**config.mk**
```make
export PLATFORM = sky130hd
export DESIGN_NAME = shared_mult_ctrl_flat
export DESIGN_NICKNAME = d
export VERILOG_FILES = /design/src/rtl/shared_mult_ctrl_pkg.sv /design/src/rtl/shared_mult_ctrl_if.sv /design/src/rtl/mult_shift_add_dp.sv /design/src/rtl/shared_mult_ctrl.sv /design/src/flat_wrapper.sv
export SDC_FILE = /design/constraint.sdc
export NUM_CORES = 1
export LEC_CHECK = 0
export CAP_MARGIN = 5
export CORE_UTILIZATION = 40
export CTS_CLUSTER_DIAMETER = 80
export CTS_CLUSTER_SIZE = 30
export DETAILED_ROUTE_END_ITERATION = 8
export PLACE_DENSITY = 0.62
export SLEW_MARGIN = 20
export SYNTH_ARGS = -nofsm -noshare
export SYNTH_HDL_FRONTEND = slang
export SYNTH_HIERARCHICAL = 1
export SYNTH_SLANG_ARGS = --single-unit
```
**constraint.sdc**
```tcl
create_clock -name CLK -period 3.6 [get_ports CLK]
set_clock_uncertainty 0.05 [all_clocks]
set_input_delay 0.54 -clock CLK [delete_from_list [all_inputs] [get_ports CLK]]
set_output_delay 0.54 -clock CLK [all_outputs]
set_load 0.01 [all_outputs]
```
**src/rtl/shared_mult_ctrl_pkg.sv**
```systemverilog
// shared_mult_ctrl_pkg: state encoding and default operand width for the shared multiplier
package shared_mult_ctrl_pkg;
    localparam int N_DEF = 4;
    typedef enum logic [1:0] {IDLE, CALC, DONE} state_t;
endpackage

```
**src/rtl/shared_mult_ctrl_if.sv**
```systemverilog
// shared_mult_ctrl_if: request/grant/result bundle between two requesters and the shared multiplier
interface shared_mult_ctrl_if import shared_mult_ctrl_pkg::*; #(parameter int N = N_DEF);
    logic req0, req1;
    logic [N-1:0] a0, b0, a1, b1;
    logic gnt0, gnt1, busy, valid, id;
    logic [2*N-1:0] y;
    modport master (output req0, req1, a0, b0, a1, b1, input gnt0, gnt1, busy, y, valid, id);
    modport slave (input req0, req1, a0, b0, a1, b1, output gnt0, gnt1, busy, y, valid, id);
endinterface

```
**src/rtl/mult_shift_add_dp.sv**
```systemverilog
// mult_shift_add_dp: operand registers, 2N-bit accumulator and bit counter for LSB-first shift-add
module mult_shift_add_dp import shared_mult_ctrl_pkg::*; #(parameter int N = N_DEF) (
    input  logic           CLK,
    input  logic           RST,
    input  logic           load,
    input  logic           step,
    input  logic [N-1:0]   a,
    input  logic [N-1:0]   b,
    output logic [2*N-1:0] sum,
    output logic           last
);
    localparam int CW = N > 1 ? $clog2(N) : 1;
    logic [2*N-1:0] mcand, acc;
    logic [N-1:0] mplier;
    logic [CW-1:0] cnt;
    // mcand carries the multiplicand already shifted by the current bit index
    assign sum = acc + (mplier[0] ? mcand : '0);
    assign last = cnt == CW'(N - 1);
    always_ff @(posedge CLK) begin
        if (RST) begin
            mcand <= '0;
            mplier <= '0;
            acc <= '0;
            cnt <= '0;
        end else if (load) begin
            mcand <= {{N{1'b0}}, a};
            mplier <= b;
            acc <= '0;
            cnt <= '0;
        end else if (step) begin
            mcand <= mcand << 1;
            mplier <= mplier >> 1;
            acc <= sum;
            cnt <= cnt + 1'b1;
        end
    end
endmodule

```
**src/rtl/shared_mult_ctrl.sv**
```systemverilog
// shared_mult_ctrl: round-robin arbiter and FSM sharing one shift-add multiplier between two requesters
module shared_mult_ctrl import shared_mult_ctrl_pkg::*; #(parameter int N = N_DEF) (
    input  logic CLK,
    input  logic RST,
    shared_mult_ctrl_if.slave bus
);
    state_t state, nxt;
    logic last_srv, pick, load, step, last;
    logic [2*N-1:0] sum;
    // last_srv doubles as the winner of the operation in flight
    assign pick = bus.req0 & bus.req1 ? ~last_srv : bus.req1;
    assign bus.busy = state != IDLE;
    always_comb begin
        load = state == IDLE && (bus.req0 || bus.req1);
        step = state == CALC;
        nxt = load ? CALC : (step && last) ? DONE : (state == DONE) ? IDLE : state;
    end
    mult_shift_add_dp #(.N(N)) dp (
        .CLK(CLK),
        .RST(RST),
        .load(load),
        .step(step),
        .a(pick ? bus.a1 : bus.a0),
        .b(pick ? bus.b1 : bus.b0),
        .sum(sum),
        .last(last)
    );
    always_ff @(posedge CLK) begin
        if (RST) begin
            state <= IDLE;
            last_srv <= 1'b1;
            bus.gnt0 <= 1'b0;
            bus.gnt1 <= 1'b0;
            bus.valid <= 1'b0;
            bus.y <= '0;
            bus.id <= 1'b0;
        end else begin
            state <= nxt;
            bus.gnt0 <= load & ~pick;
            bus.gnt1 <= load & pick;
            bus.valid <= step & last;
            if (load) last_srv <= pick;
            if (step && last) begin
                bus.y <= sum;
                bus.id <= last_srv;
            end
        end
    end
endmodule

```
**src/flat_wrapper.sv**
```systemverilog
// flat-port wrapper written by rule: the top's interface ports become plain ports
module shared_mult_ctrl_flat import shared_mult_ctrl_pkg::*;
#(parameter int N = N_DEF)
  (CLK, RST, bus_req0, bus_req1, bus_a0, bus_b0, bus_a1, bus_b1, bus_gnt0, bus_gnt1, bus_busy, bus_y, bus_valid, bus_id);
  shared_mult_ctrl_if #(.N(N)) bus_i ();
  input  logic CLK;
  input  logic RST;
  input wire logic [$bits(bus_i.req0)-1:0] bus_req0;
  input wire logic [$bits(bus_i.req1)-1:0] bus_req1;
  input wire logic [$bits(bus_i.a0)-1:0] bus_a0;
  input wire logic [$bits(bus_i.b0)-1:0] bus_b0;
  input wire logic [$bits(bus_i.a1)-1:0] bus_a1;
  input wire logic [$bits(bus_i.b1)-1:0] bus_b1;
  output wire logic [$bits(bus_i.gnt0)-1:0] bus_gnt0;
  output wire logic [$bits(bus_i.gnt1)-1:0] bus_gnt1;
  output wire logic [$bits(bus_i.busy)-1:0] bus_busy;
  output wire logic [$bits(bus_i.y)-1:0] bus_y;
  output wire logic [$bits(bus_i.valid)-1:0] bus_valid;
  output wire logic [$bits(bus_i.id)-1:0] bus_id;
  assign bus_i.req0 = bus_req0;
  assign bus_i.req1 = bus_req1;
  assign bus_i.a0 = bus_a0;
  assign bus_i.b0 = bus_b0;
  assign bus_i.a1 = bus_a1;
  assign bus_i.b1 = bus_b1;
  assign bus_gnt0 = bus_i.gnt0;
  assign bus_gnt1 = bus_i.gnt1;
  assign bus_busy = bus_i.busy;
  assign bus_y = bus_i.y;
  assign bus_valid = bus_i.valid;
  assign bus_id = bus_i.id;
  shared_mult_ctrl #(.N(N)) u_core (.CLK(CLK), .RST(RST), .bus(bus_i));
endmodule
```
==> Yosys cells after proc, flatten, opt, wreduce, memory -nomap -nowiden <==
Index checks and enable logic that the tools add are counted.
{ "classes": {"add_sub_neg": 2, "eq_ne": 3, "muxes": 11, "n_bitwise": 6, "reduce_logical": 9} }
{ "op_table": {"columns": ["operator", "count"], "rows": [
  ["$mux 4", 6],
  ["$add 8x8->8", 1],
  ["$mux 8", 1],
  ["$reduce_bool 2->1", 3],
  ["$and 1x1->1", 4],
  ["$eq 2x2->1 const B", 2],
  ["$mux 2", 2],
  ["$reduce_bool 3->1", 1],
  ["$add 2x1->2 const B", 1],
  ["$eq 2x1->1 const B", 1],
  ["$logic_and 1x1->1", 2],
  ["$logic_not 2->1", 1],
  ["$mux 1", 2],
  ["$not 1->1", 2],
  ["$reduce_or 2->1", 1],
  ["$logic_or 1x1->1", 1]
]} }
{ "totals": {"reg_bits": 37, "in_bits": 20, "output_inout_bits": 13, "elab_cells": 44} }

==> Depth between registers and ports, before layout <==
{ "logic_depth": {"word_depth": 4, "depth_mapped": 11, "depth_no_buf": 11} }

==> By module <==
The synthesis kept the hierarchy.
{ "modules_own_cells": {"columns": ["mod", "n_inst", "cells_each", "area_per_inst_um2", "seq_area_each_um2"], "rows": [
  ["mult_shift_add_dp", 1, 149, 1288.7, 440.4],
  ["shared_mult_ctrl", 1, 72, 770.7, 300.3]
]} }

==> Worst setup path after synthesis <==
Ideal clock, no wire load.
{ "synth_timing": {"path_kind": "flip-flop to flip-flop", "start": "reg u_core.dp.mplier[0]", "end": "reg u_core.dp.acc[6]", "setup_time_ns": 0.130, "t_arrival_ns": 1.799, "t_required_ns": 3.420, "setup_slack_ns": 1.621, "path_stages_with_launch": 10, "path_buffers": 0, "period_less_slack_ns": 1.979, "cell_sequence": "dfxtp_1 and2_1 ha_1 inv_1 fa_1 nor2b_1 o21ai_1 a21boi_1 o21a_1 o211ai_1"} }
{ "synth_via": {"elab_chain_len": 2} }
{ "synth_lines": {"columns": ["element", "line", "text"], "rows": [
  ["from (decl)", "mult_shift_add_dp.sv:14", "logic [N-1:0] mplier;"],
  ["from (signal assigned)", "mult_shift_add_dp.sv:32", "mplier <= mplier >> 1;"],
  ["$mux 8", "mult_shift_add_dp.sv:17", "assign sum = acc + (mplier[0] ? mcand : '0);"],
  ["$add 8x8->8", "mult_shift_add_dp.sv:17", null],
  ["to (signal assigned)", "mult_shift_add_dp.sv:33", "acc <= sum;"],
  ["to (decl)", "mult_shift_add_dp.sv:13", "logic [2*N-1:0] mcand, acc;"]
]} }
Every way passes these cells.
A chain may end at the register's enable or synchronous reset.

==> Worst setup path after layout <==
{ "layout_timing": {"start": "reg u_core.dp.mplier[0]", "end": "reg u_core.bus.y[4]"} }
{ "layout_via": {"elab_chain_len": 2} }
{ "layout_lines": {"columns": ["element", "line", "text"], "rows": [
  ["$mux 8", "mult_shift_add_dp.sv:17", null],
  ["$add 8x8->8", "mult_shift_add_dp.sv:17", null],
  ["via u_core.sum[4]", "shared_mult_ctrl.sv:9", "logic [2*N-1:0] sum;"],
  ["to (signal assigned)", "shared_mult_ctrl.sv:44", "bus.y <= sum;"],
  ["to (decl)", "shared_mult_ctrl_if.sv:8", "modport slave (input req0, req1, a0, b0, a1, b1, output gnt0, gnt1, busy, y, valid, id);"]
]} }
The timed path passes the listed nets, and every way through them passes these cells.

==> metrics.csv <==
metric,value,unit
outcome,"complete, no violations",
crit_required,3.70,ns
drt_iter0_drc,74,
synth-simple-area-share,0.2120,
finalSetupViolCount,0,
grt_antenna_before_repair,0,
finalSetupTns,0,ns
gp_congestion,0.8517,
fmax,0.4428,GHz
yosys.area.top_type,dfxtp_1,
cts_buffers,5,
clock_latency,0.28,ns
synthesis.area,0.002059,mm^2
die-area,0.005440,mm^2
min_period,2.258,ns
grt_pass1_wl,6106,um
cts_root_buf,clkbuf_8,
place_hpwl,2847,um
synth-edff-count,0,
drv_cap,0,
worstPathArrival,2.36,ns
hold_path_end,u_core/bus.y[1],
cts_setup_buffers,0,
maxSlewViolCount,0,
r2r-start,u_core/dp/mplier[0],
crit_path_start_kind,flop,
cts_tree,built,
period_share,0.6273,
synth_warnings,6,
post_drt_via_cell_ratio,4.928,
syn_inst,221,
hold_path.class,flop to flop,
synth_top_family_by_area,simple AND/OR/NAND/NOR gates,
ys_types,47,
synth-compound-area-share,0.1221,
r2r_end,u_core/bus.y[4],
slew_headroom,0.5941,
postCtsResizedCells,0,
area_growth,23.09,%
drive_above_1_share,0.1071,
synthAdderAreaFrac,0.05832,
synthFlopType,dfxtp_1,
ys_ff_latch,37,
num_rows,25,
async_flop_share,0,
antenna_left,0,
nets,281,
synth-seq-area-share,0.3597,
first_global_vias,1368,
antenna_cells,0,
synth.avg_cell_area,9.319,um^2
clockBufferDepth,2,
synth_area_leaders,"dfxtp_1 36%, mux2i_1 11%, mux2_4 5.8%",
worstHoldStart,u_core/bus.y[1],
grt_usage,0.1462,
cp_max_fo,9,
crit_type,flop to flop,
crit_slowest_cell,dfxtp_1,
grt_max_degree,28,
ff2ff_path_depth,10,
num-fill-cells,473,
die_y,73.76,um
max_stage_delay,0.46,ns
synthXorXnorAreaFrac,0.03341,
clk_pin_slew,0.07,ns
ios,33,
wirelength,3770,um
numPortBuffers,32,
p_total,0.0008830,W
htreeDepth,2,
start_util,0.4248,
hold_violations,0,
power_leakage,0.9896,nW
min_path_cells,2,
yosysTopAreaCellShare,0.3597,
cts_sinks,37,
post_drt_wl_per_cell,11.82,um
synthMuxAreaShare,0.1701,
ir_drop,0.0001665,V
vias,1572,
ff2ff_setup_slack,1.34,ns
path_cells,"and2_1, ha_1, inv_1, fa_1, nor2b_1, o21ai_1, a21boi_1, nor2_1, nand2b_1, mux2i_1",
firstDrtPassIters,4,
p_per_area,348.3,mW/mm^2
drc,0,
holdBufCountCts,0,
core_area,0.004848,mm^2
gr-total-overflow,0,
dieWidth,73.76,um
tightest_slew,0.6089,ns
synth_fp_nets,250,
cp-end-kind,flop,
rsz0062_at_grt,false,
-- cell usage in the layout, fill, tap and decap left out, types with 2 or more instances in the layout --
| cell type | n |
|---|---|
| a21oi_1 | 11 |
| nor2_1 | 31 |
| o21ai_1 | 3 |
| nor3b_1 | 4 |
| clkbuf_8 | 5 |
| clkdlybuf4s50_1 | 32 |
| a211oi_1 | 3 |
| nand2_1 | 6 |
| nand2b_1 | 18 |
| dfxtp_1 | 37 |
| inv_1 | 8 |
| nand4b_1 | 2 |
| xnor2_1 | 6 |
| mux2i_1 | 23 |
| a211oi_2 | 2 |
| ha_1 | 8 |
| o211ai_1 | 3 |
| mux2_4 | 8 |
| nor3_1 | 3 |
| and2_1 | 8 |
| buf_4 | 3 |
-- cells in the mapped netlist (2+ instances only) --
library cell  instances
inv_1                 8
nand2b_1             18
nor2_1               32
dfxtp_1              37
xnor2_1               6
ha_1                  8
a211oi_1              3
o211ai_1              3
clkbuf_1              5
buf_2                 4
nand4b_1              2
a211oi_2              2
nor3b_1               4
mux2i_1              23
o21ai_1               3
nor3_1                3
nand2_1               6
mux2_4                8
and2_1                8
a21oi_1              11
-- final cells by class --
cell class              count  area (um^2)  share of cell area
repair buffers             35        342.8              0.1352
multi-input cells         164         1230              0.4852
clock buffers               5        68.82             0.02715
well taps                  67        83.83             0.03307
flip-flops and latches     37        740.7              0.2922
clock inverters             2        35.03             0.01382
inverters                   9        33.78             0.01333
-- report_power, final --
group	switching (W)	internal, W
clock network	0.000138	0.000201
logic	0.0000497	0.0000633
registers	0.00000985	0.000421
-- flip-flops by register name (all words and copies together) (netlist names) --
signal / flops
u_core/bus.y: 8
u_core/dp/acc: 8
u_core/dp/mcand: 8
u_core/dp/mplier: 4
u_core/dp/cnt: 2
u_core/state: 2
u_core/bus.gnt0: 1
u_core/bus.gnt1: 1
u_core/bus.id: 1
u_core/bus.valid: 1
u_core/last_srv: 1
-- cell families after synthesis --
logic type                 Yosys count
DFF                                 37
adders and majority gates            9
AOI/OAI and AO/OA                   34
muxes                               31
and+or+nand+nor                     83
xor gates and xnor gates             7
buffers and inverters               20
-- how the worst max path moves through the flow --
stage | from | to | slack [ns] | cells past startpoint
3_3_place_gp | bus_req0 | u_core/dp/acc[6] | 1.23 | 7
6_report | u_core/dp/mplier[0] | u_core/bus.y[4] | 1.34 | 10
3_5_place_dp | bus_req0 | u_core/dp/acc[6] | 1.18 | 7
2_1_floorplan | u_core/dp/mplier[0] | u_core/dp/acc[6] | 1.62 | 9
4_1_cts | u_core/dp/mplier[0] | u_core/dp/acc[4] | 1.34 | 9
5_1_grt | u_core/dp/mplier[0] | u_core/bus.y[7] | 1.08 | 9
-- critical path, delay by kind of cell, from the launching register on --
kind            cells  cell delay (ns)
flops               1             0.46
buf+inv             1             0.07
mux                 1             0.06
simple gates        4             0.48
fa+ha+maj           2             0.61
compound gates      2             0.41
-- per-layer routing --
layer | GRT usage | part of all wire | vias up
li1 | - | - | 817
met1 | 0.1881 | 0.49 | 713
met2 | 0.2426 | 0.46 | 40
met3 | 0.03704 | 0.043 | 2
met4 | 0.03846 | 0.0019 | 0
met5 | 0 | 0 | -
-- metrics by stage --
stage	hold WS (ns)	utilization	cells	worst slack, ns	area [um^2]
6_report	0.4207	0.5228	319	1.342	2535
5_1_grt	0.4501	0.5228	319	1.080	2535
4_1_cts	0.4279	0.5228	319	1.336	2535
3_5_place_dp	0.4133	0.5014	312	1.178	2431
3_3_place_gp	0.4097	0.5014	312	1.228	2431
2_1_floorplan	0.4107	-	221	1.621	2059
Power figures use the tool's default switching activity.
